**config.mk**
```make
export PLATFORM = sky130hd
export DESIGN_NAME = priority_arbiter
export DESIGN_NICKNAME = d
export VERILOG_FILES = /design/src/rtl/priority_arbiter.sv
export SDC_FILE = /design/constraint.sdc
export NUM_CORES = 1
export LEC_CHECK = 0
export ABC_AREA = 1
export BUFFER_PORTS_ARGS = -buffer_cell sky130_fd_sc_hd__buf_2
export CORE_ASPECT_RATIO = 0.75
export CORE_MARGIN = 2
export CORE_UTILIZATION = 60
export DETAILED_ROUTE_END_ITERATION = 10
export PLACE_DENSITY = 0.93
export SYNTH_ARGS = -nofsm -noshare
export SYNTH_HDL_FRONTEND = slang
export SYNTH_SLANG_ARGS = --single-unit
```
**constraint.sdc**
```tcl
create_clock -name clk -period 4.5 [get_ports clk]
set_input_delay 0.225 -clock clk [delete_from_list [all_inputs] [get_ports clk]]
set_output_delay 0.225 -clock clk [all_outputs]
set_load 0.01 [all_outputs]
```
**src/rtl/priority_arbiter.sv**
```systemverilog
// Registered N-way arbiter with a held grant: fixed priority (highest index wins)
// or round-robin from a rotating pointer, selected by mode at each arbitration edge.
module priority_arbiter #(
    parameter int N = 8,
    localparam int W = $clog2(N)
) (
    input  logic         clk,
    input  logic         rst_n,
    input  logic [N-1:0] req,
    input  logic         mode,
    input  logic         done,
    output logic [N-1:0] grant,
    output logic [W-1:0] grant_idx,
    output logic         valid,
    output logic         zero,
    output logic [0:0]   state
);

    localparam logic [0:0]   IDLE  = 1'b0;
    localparam logic [0:0]   GRANT = 1'b1;
    localparam logic [W-1:0] LAST  = W'(N - 1);
    localparam logic [W:0]   N_EXT = (W + 1)'(N);
    localparam logic [N-1:0] ONE   = N'(1);

    logic [W-1:0]   ptr;
    logic [N-1:0]   eligible;
    logic           release_now;
    logic           arb_edge;
    logic [W-1:0]   fixed_idx;
    logic [2*N-1:0] dbl;
    logic [N-1:0]   rot;
    logic [W-1:0]   rot_off;
    logic [W:0]     rr_sum;
    logic [W:0]     rr_diff;
    logic [W-1:0]   rr_idx;
    logic [W-1:0]   win_idx;
    logic [W-1:0]   next_ptr;
    logic [N-1:0]   win_onehot;

    always_comb begin
        // grant is all-zero in IDLE, so this masks out only the outgoing holder.
        eligible    = req & ~grant;
        release_now = (state == GRANT) && (done || !req[grant_idx]);
        arb_edge    = ((state == IDLE) || release_now) && (|eligible);

        fixed_idx = '0;
        for (int i = 0; i < N; i++) begin
            if (eligible[i]) fixed_idx = W'(i);
        end

        // Rotate so the pointer position lands at bit 0, then take the lowest set bit.
        dbl     = {eligible, eligible} >> ptr;
        rot     = dbl[N-1:0];
        rot_off = '0;
        for (int i = N - 1; i >= 0; i--) begin
            if (rot[i]) rot_off = W'(i);
        end
        rr_sum  = {1'b0, ptr} + {1'b0, rot_off};
        rr_diff = rr_sum - N_EXT;
        rr_idx  = (rr_sum >= N_EXT) ? rr_diff[W-1:0] : rr_sum[W-1:0];

        win_idx    = mode ? rr_idx : fixed_idx;
        next_ptr   = (win_idx == LAST) ? '0 : win_idx + W'(1);
        win_onehot = ONE << win_idx;
    end

    always_ff @(posedge clk) begin
        if (!rst_n) begin
            grant     <= '0;
            grant_idx <= '0;
            valid     <= 1'b0;
            zero      <= 1'b1;
            ptr       <= '0;
            state     <= IDLE;
        end else begin
            zero <= ~|req;
            if (arb_edge) begin
                grant     <= win_onehot;
                grant_idx <= win_idx;
                valid     <= 1'b1;
                state     <= GRANT;
                if (mode) ptr <= next_ptr;
            end else if (release_now) begin
                grant     <= '0;
                grant_idx <= '0;
                valid     <= 1'b0;
                state     <= IDLE;
            end
        end
    end

endmodule

```
==> results.py <==
metrics = {
    "clock_network": {
        "h-tree-depth": 1,
        "numClockSinks": 16,
        "cts_tree": "yes",
        "insertion_delay_ps": 300,
        "path_clk_slew_ps": 90,
        "post_cts_buffers": 0,
        "ctsHoldBuffers": 0,
        "cts_root_buffer": "clkbuf_4",
        "cts_made_buffers": 3,
        "postCtsResizedCells": 0,
        "cts_buffer_depth": 2,
    },
    "detailed_routing": {
        "num_vias": 1594,
        "viasPerCell": 5.59,
        "drc": 0,
        "ant_nets": 0,
        "dr.pass1.iters": 4,
        "drt_wl_total_um": 3770,
        "wl_per_cell_um": 13.2,
        "drt_iter0_markers": 140,
    },
    "setup_path": {
        "endpoint_kind": "flop",
        "cp.required_ps": 4690,
        "critPathMaxStageDelay_ps": 630,
        "critPathBufInv": 3,
        "arrival_ps": 3550,
        "cp_slowest_cell": "dfxtp_1",
        "crit_path_cell_trace": "nand3_1 -> nand3_1 -> nand3_1 -> nand2_1 -> a31oi_1 -> o21ai_0 -> nand2_1 -> a21boi_0 -> ha_1 -> inv_1 -> fa_1 -> xor2_1 -> inv_1 -> nand2_1 -> nand3_2 -> nand2_4 -> inv_1 -> ha_1 -> o21ai_1 -> a21oi_1",
        "critPathMaxFanout": 10,
        "path_class": "reg -> reg",
        "critPathTopFamily": "simple AND/OR/NAND/NOR gates",
        "start_kind": "flop",
        "r2r_slack_ps": 1150,
    },
    "synthesis": {
        "synth_seq_cells": 16,
        "yosysWarnings": 0,
        "syn_inst": 228,
        "synth_cell_types": 34,
        "synth_fp_nets": 248,
        "synth_area_um2": 1520,
        "seq_area_frac_synth_pct": 21.1,
        "avgSynthCellArea_um2": 6.66,
    },
    "layout": {
        "multi_input_area_um2": 1010,
        "layout_common_cells": "54 x nand2_1, 28 x nand3_1, 27 x inv_1, 25 x buf_2",
        "layout-drive-gt1-share_pct": 26.3,
        "nets": 272,
        "nFillCells": 199,
        "layoutNonFillerInstCount": 285,
        "antennaDiodeCount": 0,
        "final_common_cell": "nand2_1",
        "syn2layout_area_growth_pct": 9.98,
        "register_area_um2": 320,
    },
    "job": {
        "drv_cap": 0,
    },
    "floorplan": {
        "io_pins": 26,
        "rows": 15,
        "die_h_um": 47.6,
        "coreArea_um2": 2350,
        "start_util_pct": 64.7,
        "die_width_um": 62.1,
        "dieArea_um2": 2950,
    },
    "sta": {
        "rsz0062_at_grt": "false",
        "fmax_mhz": 298,
        "finalCritPeriodShare_pct": 74.5,
        "skew_ps": 4.78,
        "drv_slew": 0,
        "worst_pin_slew_ps": 741,
        "finalSetupViolCount": 0,
        "slew_headroom_pct": 50.3,
        "timing.setup.tns_ps": 0,
        "hold_viol": 0,
        "fin_crit_ps": 3350,
    },
    "global_routing": {
        "antenna_found_initial": 0,
        "gr-usage-all-layers_pct": 28.8,
        "grt_pass1_wl_um": 6130,
        "grt_pass1_vias": 1330,
        "grt_remaining_overflow": 0,
        "grt_max_degree": 13,
    },
    "power": {
        "ir_worst_vdd_mv": 0.262,
        "powerDensity_nw_per_um2": 479,
        "p_leak_nw": 0.823,
    },
    "status": {
        "outcome": "complete, no violations",
    },
    "placement": {
        "dp_cells": 281,
        "dpl.hpwl_um": 3050,
        "port_buffers": 25,
        "gp_congestion": 0.884,
    },
    "hold_path": {
        "min_path_type": "in -> reg",
    },
}
## through the flow
stage	cell area, µm²	util (%)	total power, mW	worst slack (ps)	hold WS (ps)
floorplan	1520	-	0.593	1610	294
global placement	1630	69.6	0.685	1290	445
detailed placement	1630	69.6	0.696	1180	438
CTS	1670	71.1	0.794	1160	130
global route	1670	71.1	0.874	786	152
finish	1670	71.1	0.799	1150	134
## Yosys cell counts
cell type / number / area (µm²)
buf_2: 1 / 5.00
o211ai_1: 2 / 15.0
clkbuf_8: 1 / 13.8
nor3_1: 1 / 5.00
inv_4: 1 / 6.26
inv_2: 3 / 11.3
nor2_1: 12 / 45.0
nor4_1: 2 / 12.5
ha_1: 7 / 87.6
o21ai_0: 4 / 20.0
o21ai_1: 5 / 25.0
o2111ai_2: 1 / 15.0
nand3_2: 16 / 160
buf_6: 2 / 22.5
inv_8: 1 / 11.3
a21oi_1: 14 / 70.1
nand2_1: 54 / 203
nand2_2: 10 / 62.6
o21a_1: 2 / 15.0
nand4_1: 4 / 25.0
a21boi_0: 2 / 15.0
inv_1: 27 / 101
nand2_4: 1 / 11.3
buf_4: 1 / 7.51
dfxtp_1: 16 / 320
nor2_4: 1 / 11.3
a211oi_1: 1 / 7.51
fa_1: 1 / 20.0
a31oi_1: 1 / 6.26
a21oi_2: 3 / 26.3
o21bai_1: 1 / 7.51
clkbuf_1: 1 / 3.75
xor2_1: 1 / 8.76
nand3_1: 28 / 140
## cell families (layout without fill, tap and decap cells)
| group | after synthesis | in the layout | share of synthesized area [%] |
|---|---|---|---|
| and+or+nand+nor | 129 | 129 | 44.5 |
| buffers and inverters | 38 | 61 | 12.0 |
| AOI/OAI and AO/OA | 36 | 36 | 14.7 |
| DFF | 16 | 16 | 21.1 |
| adders and majority gates | 8 | 8 | 7.09 |
| xor gates and xnor gates | 1 | 1 | 0.577 |
## final timing paths
path	from	endpoint	cells past startpoint
min reg2reg	grant[5]	grant[5]	2
max	ptr[0]	ptr[2]	20
max reg2reg	ptr[0]	ptr[2]	20
min	rst_n	zero	2
## state kept, by name, indices dropped and copies added (netlist names)
signal / flops
zero: 1
ptr: 3
grant_idx: 3
state: 1
grant: 8
## report_power, final
part	internal (mW)	switching, mW
combinational	0.175	0.308
sequential	0.171	0.0457
clock	0.0494	0.0496
total	0.396	0.403
## cell type report
| cell class | instances | share of cell area (%) |
|---|---|---|
| sequential | 16 | 19.2 |
| clock buffer | 4 | 2.17 |
| multi-input combinational | 174 | 60.8 |
| inverter | 32 | 7.80 |
| timing repair buffer | 25 | 7.50 |
| tap | 34 | 2.55 |
## per-layer routing
| metal | GRT usage, % | share of wire, % | vias to the layer above |
|---|---|---|---|
| li1 | - | - | 799 |
| met1 | 42.7 | 47 | 713 |
| met2 | 44.4 | 42 | 76 |
| met3 | 4.05 | 9.9 | 6 |
| met4 | 6.38 | 0.95 | 0 |
| met5 | 0 | 0 | - |
Note: power is estimated with default switching activity, not from simulation.
